## config.mk

```make
export PLATFORM = sky130hd
export DESIGN_NAME = row_dot_product_mac
export DESIGN_NICKNAME = d
export VERILOG_FILES = /design/src/rtl/row_dot_product_mac.sv
export SDC_FILE = /design/constraint.sdc
export NUM_CORES = 1
export LEC_CHECK = 0
export ABC_AREA = 1
export BUFFER_PORTS_ARGS = -buffer_cell sky130_fd_sc_hd__buf_2
export CELL_PAD_IN_SITES_DETAIL_PLACEMENT = 1
export CELL_PAD_IN_SITES_GLOBAL_PLACEMENT = 2
export CORE_UTILIZATION = 38
export DETAILED_ROUTE_END_ITERATION = 16
export GPL_TIMING_DRIVEN = 0
export PLACE_DENSITY_LB_ADDON = 0.08
export SLEW_MARGIN = 25
export SYNTH_ARGS = -nofsm -noshare
export SYNTH_HDL_FRONTEND = slang
export SYNTH_SLANG_ARGS = --single-unit
```

## constraint.sdc

```tcl
create_clock -name clk -period 4.43 [get_ports clk]
set_clock_uncertainty 0.2 [all_clocks]
set_input_delay 0.6645 -clock clk [delete_from_list [all_inputs] [get_ports clk]]
set_output_delay 0.6645 -clock clk [all_outputs]
set_load 0.01 [all_outputs]
```

## src/rtl/row_dot_product_mac.sv

```systemverilog
// One fully connected row: signed dot product of a 784-pixel image with a
// 784-entry weight row, two pixel/weight pairs per cycle, saturated 32-bit result.
module row_dot_product_mac #(
  parameter int NUM_PAIRS = 392,
  parameter int NUM_ROWS  = 10
) (
  input  logic        clk,
  input  logic        n_rst,
  input  logic [3:0]  row_select,
  input  logic        begin_mult,
  input  logic [15:0] pixel_value,
  input  logic [31:0] weight_value,
  output logic [9:0]  pixel_address,
  output logic [11:0] weight_address,
  output logic        done_row,
  output logic [31:0] row_result,
  output logic        overflow,
  output logic        w_result_ena
);

  localparam int          ROW_W   = $clog2(NUM_ROWS);
  localparam logic [9:0]  K_LAST  = 10'(NUM_PAIRS - 1);
  localparam logic [11:0] PAIRS12 = 12'(NUM_PAIRS);

  typedef enum logic [1:0] {IDLE, ACCUM, DONE} state_t;

  state_t             r_state;
  logic [9:0]         r_k;
  logic [ROW_W-1:0]   r_row;
  logic signed [39:0] r_acc;
  logic [31:0]        r_row_result;
  logic               r_overflow;
  logic               r_done;

  logic signed [24:0] w_prod_hi;
  logic signed [24:0] w_prod_lo;
  logic signed [39:0] w_pair_sum;
  logic [11:0]        w_wbase;
  logic               w_ovf;
  logic [31:0]        w_sat;

  // Pixels are unsigned, so they enter the multiply zero-extended.
  assign w_prod_hi  = $signed({16'd0, pixel_value[15:8]}) *
                      $signed({{9{weight_value[31]}}, weight_value[31:16]});
  assign w_prod_lo  = $signed({16'd0, pixel_value[7:0]}) *
                      $signed({{9{weight_value[15]}}, weight_value[15:0]});
  assign w_pair_sum = {{15{w_prod_hi[24]}}, w_prod_hi} +
                      {{15{w_prod_lo[24]}}, w_prod_lo};

  // The sum fits in 32 bits only when bits 39..31 are all copies of the sign.
  assign w_ovf = !((&r_acc[39:31]) || (~|r_acc[39:31]));
  assign w_sat = w_ovf ? (r_acc[39] ? 32'h8000_0000 : 32'h7FFF_FFFF) : r_acc[31:0];

  assign w_wbase        = {{(12 - ROW_W){1'b0}}, r_row} * PAIRS12;
  assign pixel_address  = (r_state == ACCUM) ? r_k : 10'd0;
  assign weight_address = (r_state == ACCUM) ? (w_wbase + {2'b00, r_k}) : 12'd0;

  assign done_row     = r_done;
  assign w_result_ena = r_done;
  assign row_result   = r_row_result;
  assign overflow     = r_overflow;

  always_ff @(posedge clk or posedge n_rst) begin
    if (n_rst) begin
      r_state      <= IDLE;
      r_k          <= '0;
      r_row        <= '0;
      r_acc        <= '0;
      r_row_result <= '0;
      r_overflow   <= 1'b0;
      r_done       <= 1'b0;
    end else begin
      r_done <= 1'b0;
      case (r_state)
        IDLE: begin
          if (begin_mult) begin
            r_row        <= row_select[ROW_W-1:0];
            r_acc        <= '0;
            r_row_result <= '0;
            r_overflow   <= 1'b0;
            r_k          <= '0;
            r_state      <= ACCUM;
          end
        end
        ACCUM: begin
          r_acc <= r_acc + w_pair_sum;
          if (r_k == K_LAST) begin
            r_k     <= '0;
            r_state <= DONE;
          end else begin
            r_k <= r_k + 10'd1;
          end
        end
        DONE: begin
          r_done       <= 1'b1;
          r_row_result <= w_sat;
          r_overflow   <= w_ovf;
          r_state      <= IDLE;
        end
        default: r_state <= IDLE;
      endcase
    end
  end

endmodule

```

---- Word level (Yosys, flattened, before mapping) ----
Index checks and enable logic that the tools add are counted.
word-level totals
  register bits after elaboration ......... 90
  bits in latches ......................... 0
  memory bits (writable) .................. 0
  memory bits (read-only) ................. 0
  bits of input ports ..................... 55
  output and inout port bits .............. 57
  memories kept ........................... 0
cells by class
  add/subtract/negate cells ............... 4
  $mul .................................... 3
  div/mod/pow operators ................... 0
  magnitude comparators ................... 0
  eq/ne operators ......................... 5
  shifts and indexed selects .............. 0
  muxes and demuxes ....................... 17
  bitwise gates (word level) .............. 0
  reduce and logical (&&, ||, !) cells .... 12
operators with widths
  operator                                               number
  two-way mux 32 bit                                     3
  one-hot mux 40 bit (2 select lines)                    1
  one-hot mux 32 bit (2 select lines)                    1
  multiplier 9 x 16 -> 25 bit                            2
  adder 40 x 26 -> 40 bit                                1
  two-way mux 40 bit                                     1
  two-way mux 10 bit                                     3
  adder 25 x 25 -> 26 bit                                1
  one-hot mux 10 bit (2 select lines)                    1
  adder 12 x 10 -> 12 bit                                1
  two-way mux 12 bit                                     1
  adder 10 x 1 -> 10 bit (second input constant)         1
  equality test 10 x 9 -> 1 bit (second input constant)  1
  multiplier 4 x 6 -> 9 bit (second input constant)      1
  AND reduction 9 bit                                    1
  OR reduction 9 bit                                     1
  AND reduction 2 bit                                    4
  two-way mux 2 bit                                      2
  one-hot mux 2 bit (2 select lines)                     1
  nonzero test 2 bit                                     2
  equality test 2 x 1 -> 1 bit (second input constant)   1
  equality test 2 bit (second input constant)            1
  zero test 1 bit                                        2
  zero test 2 bit                                        1
  5 further kinds                                        6

---- Depth between registers and ports, before layout ----
Gate-level depths: netlist of run 1.
  depth in word-level cells ............... 5
  depth in mapped cells ................... 28
  depth with buffers taken out ............ 27

---- Least setup slack after synthesis of run 1 ----
OpenSTA, ideal clock, no wires.
  kind .................................... input port to flip-flop
  from .................................... input port pixel_value[10]
  to ...................................... register r_acc[31]
  library setup time ...................... 0.118 ns
  arrival time ............................ 6.084 ns
  setup slack ............................. -1.972 ns
  stages on the path ...................... 23
  buffers on the path ..................... 2
  path through ............................ clkbuf_1 -> clkbuf_1 -> nand2_1 -> fa_1 -> fa_1 -> inv_1 -> fa_1 -> fa_1 -> fa_1 -> inv_1 -> fa_1 -> inv_1 -> ha_1 -> nand2_1 -> inv_1 -> nand2_1 -> nand2_1 -> a21oi_1 -> nor2_1 -> nor2_1 -> nand3_1 -> nand3_1 -> nand2_1
between the ends
  word-level cells in the longest chain between the ends .. 4
ends and longest elaborated chain
  what                                 RTL line  RTL
  start, declared                      11        input logic [15:0] pixel_value,
  multiplier 9 x 16 -> 25 bit          43        assign w_prod_hi = $signed({16'd0, pixel_value[15:8]}) *
  adder 25 x 25 -> 26 bit              47        assign w_pair_sum = {{15{w_prod_hi[24]}}, w_prod_hi} +
  adder 40 x 26 -> 40 bit              86        r_acc <= r_acc + w_pair_sum;
  one-hot mux 40 bit (2 select lines)  74        case (r_state)
  end signal, assigned                 86
  end, declared                        30        logic signed [39:0] r_acc;
Every way passes these cells.
A chain may end at the register's enable or synchronous reset.

---- Final worst setup path of run 1 ----
  from .................................... input port pixel_value[13]
  to ...................................... register r_acc[36]
The elaborated chain is that of the path after synthesis.

==> results of run 1 <==
[layer usage]
layer,GRT usage,share of wire,wire length (um),vias up
met3,0.0177,0.023,1370,65
met2,0.446,0.51,30600,219
met1,0.331,0.44,26600,7805
met5,0,0,0,-
met4,0.0723,0.026,1560,0
li1,-,-,-,7440
[logic make-up (layout without fill, tap and decap cells)]
family | count (synthesis) | after routing
compound gates | 147 | 147
xor+xnor | 31 | 31
fa+ha+maj | 454 | 454
buf+inv | 875 | 1063
flops | 90 | 90
mux | 3 | 3
simple gates | 880 | 880
[flip-flops by register name, summed over array words and instances (netlist names)]
name	cells
overflow	1
done_row	1
r_state	2
r_row	4
r_acc	40
r_k	10
row_result	32
[worst min-delay path by stage]
stage                         from  slack (ps)        endpoint  cells past startpoint
finish                       n_rst         130       r_acc[37]                      2
CTS                          n_rst         140       r_acc[38]                      2
floorplan                r_acc[19]         270       r_acc[19]                      2
global placement          overflow         300        overflow                      2
detailed placement  row_result[12]         310  row_result[12]                      2
global route                 n_rst         150       r_acc[37]                      2
[worst register-to-register path, cell delays in order (launching register included)]
cell	delay, ps
dfrtp_1	360
inv_1	150
fa_1	560
inv_1	50
fa_1	490
fa_1	560
inv_1	60
fa_1	590
inv_2	70
ha_4	310
nand2_4	70
inv_8	80
nand2_8	80
nor3_4	210
nand2_2	90
nand2_4	140
nand3_2	100
nand2_1	80
nand2_1	60
nand3_2	70
nand2_1	70
[cell type report]
type,count,area (sq um)
inverters,783,3000
clock inverters,6,72.6
fillers,5781,24100
repair buffers,172,1380
clock buffers,10,239
multi-input cells,1515,15100
plain buffers,92,971
flip-flops and latches,90,2250
well taps,615,769
[stage by stage]
stage | cell area (sq um) | cells
after detailed placement | 20500 | 3159
after global routing | 23700 | 3283
after CTS | 23000 | 3264
final | 23700 | 3283
after floorplan | 19400 | 2480
after global placement | 20500 | 3158
[what timing repair did]
action                     in CTS  in global routing
setup endpoints to repair      36                 37
pin swaps                     212                163
cloned                          3                  1
gates resized for setup       373                177
setup buffers                  86                 22
hold endpoints to repair        0                  0
[layout by cell type (no fill, tap or decap), types with 70 or more instances in the layout]
cell,Yosys,routed
inv_2,8,87
ha_1,133,95
fa_1,321,287
nand3_1,108,80
nand2_2,13,90
nand2_1,597,454
inv_1,774,679
nor2_1,113,70
buf_2,8,72
buf_4,4,79
dfrtp_1,90,90
==> flow_summary_export.csv, run 1 <==
group,metric,value,unit
critical_path,worstSetupPathType,"in -> reg",
logic_synthesis,ys_seq_elements,90,
route,wl,60000,um
route,drt_iter0_markers,534,
logic_synthesis,yosysUniqueCellTypes,42,
sta,fin_ws,-1350,ps
critical_path,critPathMaxFanout,8,
status,violations,"setup timing",
sta,period_share,1.31,
clock_tree,hold_buffers,0,
logic_synthesis,synthMuxAreaShare,0.00183,
logic_synthesis,synth_simple_gate_area_share,0.197,
clock_tree,clock-sinks,90,
critical_path,cp-endpoint,"r_acc[36]",
critical_path,crit_path_end_kind,"flip-flop",
clock_tree,numCtsBuffers,9,
logic_synthesis,synth_xor_area_frac,0.0147,
floorplan,ios,112,
critical_path,cp.depth,24,
clock_tree,cts-root-buf,"clkbuf_16",
critical_path,r2r_cells,20,
clock_tree,htreeDepth,3,
logic_synthesis,ys_seq_area_frac,0.122,
global_routing,grt_pass1_wl,97000,um
clock_tree,cts_tree,"built",
global_routing,grt_use_total,0.252,
logic_synthesis,ys_dominant_reg_cell,"dfrtp_1",
global_routing,antenna_found_initial,0,
route,wl_per_cell,18.3,um
logic_synthesis,synthAdderAreaFrac,0.437,
route,via_count,15500,
sta,fin_hold_ws,133,ps
hold_path,min_path_type,"in -> async",
global_routing,grt_remaining_overflow,0,
logic_synthesis,synthArstFlopShare,1.00,
logic_synthesis,synth_most_common_cell,"inv_1",
critical_path,max_stage_delay,560,ps
placed_design,dp_slack,-2610,ps
global_routing,grt_pass1_vias,17600,
floorplan,rows,80,
status,status,"finished, violations left",
floorplan,initial_core_util,0.387,
clock_tree,clock_latency,350,ps
cells_and_area,diodes,0,
cells_and_area,utilization,0.496,
logic_synthesis,netlist_instances,2480,
route,firstDrtPassIters,5,
sta,slew_headroom,0.480,
floorplan,dieArea,49600,sq um
job,drv_cap,0,
cells_and_area,drive_gt1_frac,0.281,
critical_path,critPathLaunch,"pixel_value[13]",
critical_path,r2r-end,"r_acc[34]",
critical_path,critical-path-slowest-cell,"fa_2",
logic_synthesis,yosysWarnings,0,
sta,hold_viol_final,0,
floorplan,die_w,223,um
floorplan,die_h,223,um
placed_design,hpwl,50900,um
cells_and_area,area_growth,28.3,%
clock_tree,cts.clk_slew.worst_paths,70,ps
logic_synthesis,synth_area,18500,sq um
logic_synthesis,synth_top_area_share,0.347,
global_routing,grt_start_max_net_pins,50,
logic_synthesis,synthTopCellsByCount,"774 x inv_1, 597 x nand2_1, 321 x fa_1",
critical_path,timing.critical_path.from_type,"input port",
critical_path,crit_buf_inv,7,
critical_path,cpMostUsedCell,"inv_2",
floorplan,core_region_area,47800,sq um
route,vias_per_cell,4.73,
critical_path,cp.arrival,5820,ps
sta,rsz0062_at_grt,"yes",
critical_path,rrSetupSlack,-110,ps
logic_synthesis,synth_top_cell_by_area,"fa_1",
logic_synthesis,syn_avg_cell_area,7.46,sq um
critical_path,reg2reg_from,"r_acc[15]",
route,drtAntennaViolNets,0,
cells_and_area,nets,3172,
placed_design,gp_congestion,0.855,
logic_synthesis,synth-compound-area-share,0.0474,
placed_design,io_buffers,63,
sta,setup_tns,-41330,ps
critical_path,cp_cell_sequence,"buf_8 -> clkbuf_16 -> nand2_4 -> inv_2 -> fa_1 -> inv_2 -> fa_2 -> inv_2 -> fa_2 -> fa_2 -> fa_1 -> inv_2 -> fa_1 -> inv_2 -> ha_4 -> nand2_8 -> nor2_4 -> nand4_1 -> nor2_1 -> nand3_2 -> nand3_1 -> nand2_1 -> nand3_2 -> nand2_1",
sta,max_freq,0.173,GHz
logic_synthesis,synthTopCellsByArea,"fa_1 35%, inv_1 16%, dfrtp_1 12%",
logic_synthesis,synth-edff-count,0,
sta,tightest_slew,780,ps
critical_path,critPathTopFamily,"adder cells",
clock_tree,cts_max_path_buffers,2,
sta,finalMaxSlewViolations,0,
route,drc,0,
critical_path,required,4470,ps
sta,period_needed,5780,ps
sta,finalSetupViolations,36,
logic_synthesis,synth_nets,2989,
logic_synthesis,synth_top_family_by_area,"adder cells",
Power of run 1 is left out: the tool's default activity adds up to more than one toggle a clock period on the data nets, which glitch-free logic cannot reach.
==> run 2, diff against run 1 <==
--- a/config.mk
+++ b/config.mk
@@ -7,11 +7,10 @@
 export LEC_CHECK = 0
 export ABC_AREA = 1
 export BUFFER_PORTS_ARGS = -buffer_cell sky130_fd_sc_hd__buf_2
-export CELL_PAD_IN_SITES_DETAIL_PLACEMENT = 1
-export CELL_PAD_IN_SITES_GLOBAL_PLACEMENT = 2
-export CORE_UTILIZATION = 38
+export CORE_UTILIZATION = 64
 export DETAILED_ROUTE_END_ITERATION = 16
 export GPL_TIMING_DRIVEN = 0
+export MAX_ROUTING_LAYER = met4
 export PLACE_DENSITY_LB_ADDON = 0.08
 export SLEW_MARGIN = 25
 export SYNTH_ARGS = -nofsm -noshare
==> run 2 against run 1 <==
The run still ends with setup timing left. Worst hold slack got worse by 92 ps. Critical path type unchanged. Clock-buffer cell count did not move. Sequential share of layout area rose by 0.25 points. Non-clock buffer count fell by 1. Critical endpoint is now r_acc[38].
==> flow_summary_export.csv, run 2 (synthesis gave the netlist of run 1 again) <==
group,metric,value,unit
status,status,"finished, violations left",
status,violations,"setup timing",
floorplan,ios,112,
sta,period_needed,5910,ps
cells_and_area,fillers,1797,
critical_path,cpMostUsedCell,"fa_1",
critical_path,cp.arrival,5940,ps
cells_and_area,area_growth,25.0,%
sta,slew_headroom,0.519,
critical_path,rrSetupSlack,-220,ps
critical_path,reg2reg_from,"r_acc[11]",
global_routing,antenna_found_initial,1,
route,drt_iter0_markers,1158,
job,drv_cap,0,
critical_path,critPathLaunch,"pixel_value[3]",
critical_path,worstSetupPathType,"in -> reg",
route,drtAntennaViolNets,0,
floorplan,die_h,172,um
cells_and_area,finalNonFillerCells,3046,
cells_and_area,nets,3171,
critical_path,crit_buf_inv,5,
clock_tree,cts_tree,"built",
critical_path,r2r_cells,18,
floorplan,dieArea,29600,sq um
critical_path,cp-endpoint,"r_acc[38]",
sta,finalSetupViolations,37,
hold_path,min_path_type,"in -> async",
clock_tree,hold_buffers,0,
route,drc,0,
clock_tree,htreeDepth,3,
sta,rsz0062_at_grt,"yes",
cells_and_area,final_common_cell,"inv_1",
route,vias_per_cell,5.40,
route,via_count,16400,
global_routing,grt_pass1_vias,16600,
floorplan,initial_core_util,0.659,
critical_path,crit_path_end_kind,"flip-flop",
sta,hold_viol_final,0,
clock_tree,cts.clk_slew.worst_paths,90,ps
cells_and_area,largest_reg_flops,40,
floorplan,rows,61,
placed_design,dp_cells,2922,
placed_design,gp_congestion,0.991,
placed_design,hpwl,41100,um
placed_design,io_buffers,63,
floorplan,die_w,172,um
floorplan,core_region_area,28100,sq um
sta,setup_tns,-45900,ps
sta,tightest_slew,721,ps
critical_path,timing.critical_path.from_type,"input port",
cells_and_area,layout_common_cells,"696 x inv_1, 465 x nand2_1, 294 x fa_1, 96 x ha_1, 90 x dfrtp_1",
critical_path,cp_cell_sequence,"buf_8 -> clkbuf_16 -> nand2_1 -> inv_1 -> fa_1 -> fa_1 -> fa_1 -> fa_2 -> fa_1 -> inv_1 -> fa_1 -> inv_1 -> ha_4 -> nand2_4 -> nor2_2 -> nand2_1 -> nor3_1 -> nand3_2 -> nand3_2 -> nand2_2 -> nand3_2 -> nand2_1",
clock_tree,clock_latency,360,ps
cells_and_area,drive_gt1_frac,0.261,
global_routing,grt_start_max_net_pins,71,
global_routing,grt_pass1_wl,83200,um
cells_and_area,largest-register,"r_acc",
route,firstDrtPassIters,8,
clock_tree,numCtsBuffers,9,
clock_tree,cts_max_path_buffers,2,
sta,max_freq,0.169,GHz
critical_path,critical-path-slowest-cell,"fa_1",
global_routing,grt_remaining_overflow,0,
sta,period_share,1.33,
cells_and_area,ff_latch_area,2250,sq um
clock_tree,clock-sinks,90,
critical_path,cp.depth,22,
global_routing,grt_use_total,0.379,
sta,fin_hold_ws,41.1,ps
critical_path,r2r-end,"r_acc[38]",
sta,fin_ws,-1480,ps
critical_path,critPathMaxFanout,8,
critical_path,max_stage_delay,590,ps
critical_path,required,4470,ps
cells_and_area,multi_input_area,14900,sq um
clock_tree,cts-root-buf,"clkbuf_16",
critical_path,critPathTopFamily,"adder cells",
route,wl,55100,um
sta,finalMaxSlewViolations,0,
route,wl_per_cell,18.1,um
-- run 2: cell types whose count changed in the layout (fill, tap and decap cells not counted), sizes merged --
cell | before | now
diode | 0 | 1
bufinv | 1 | 0
inv | 780 | 781
buf | 191 | 194
clkbuf | 83 | 79
-- run 2: per-stage QoR --
step                utilization  setup slack, ps  area (sq um)
CTS                       0.791            -1480         22200
floorplan                     -            -1660         19400
detailed placement        0.721            -2430         20200
global placement          0.720            -2360         20200
global route              0.824            -1620         23100
finish                    0.824            -1480         23100
-- run 2: final cells by class --
cell class | count | share of cell area
diodes | 1 | 0.000108
plain buffers | 92 | 0.0367
clock buffers | 10 | 0.0103
clock inverters | 6 | 0.00238
inverters | 783 | 0.129
multi-input cells | 1515 | 0.644
flip-flops and latches | 90 | 0.0974
well taps | 378 | 0.0204
repair buffers | 171 | 0.0595
-- run 2: timing repair --
item                                    CTS  global route
cloned                                    1             2
pin swaps                               131           211
resized for setup                       265           228
buffers inserted                         77            33
endpoints found under the setup margin   36            37
-- run 2: metal layers --
layer  wire [um]  track usage  share of wire
met5           0            -              0
met4        2980        0.152          0.054
met3        4010       0.0387          0.073
met2       26800        0.639           0.49
met1       21400        0.469           0.39
-- run 2: worst min path at each step --
stage,end,from
floorplan,r_acc[19],r_acc[19]
global placement,overflow,overflow
detailed placement,done_row,r_state[0]
CTS,r_acc[28],n_rst
global route,r_acc[28],n_rst
finish,r_acc[28],n_rst
Power of run 2 is left out for the same reason.
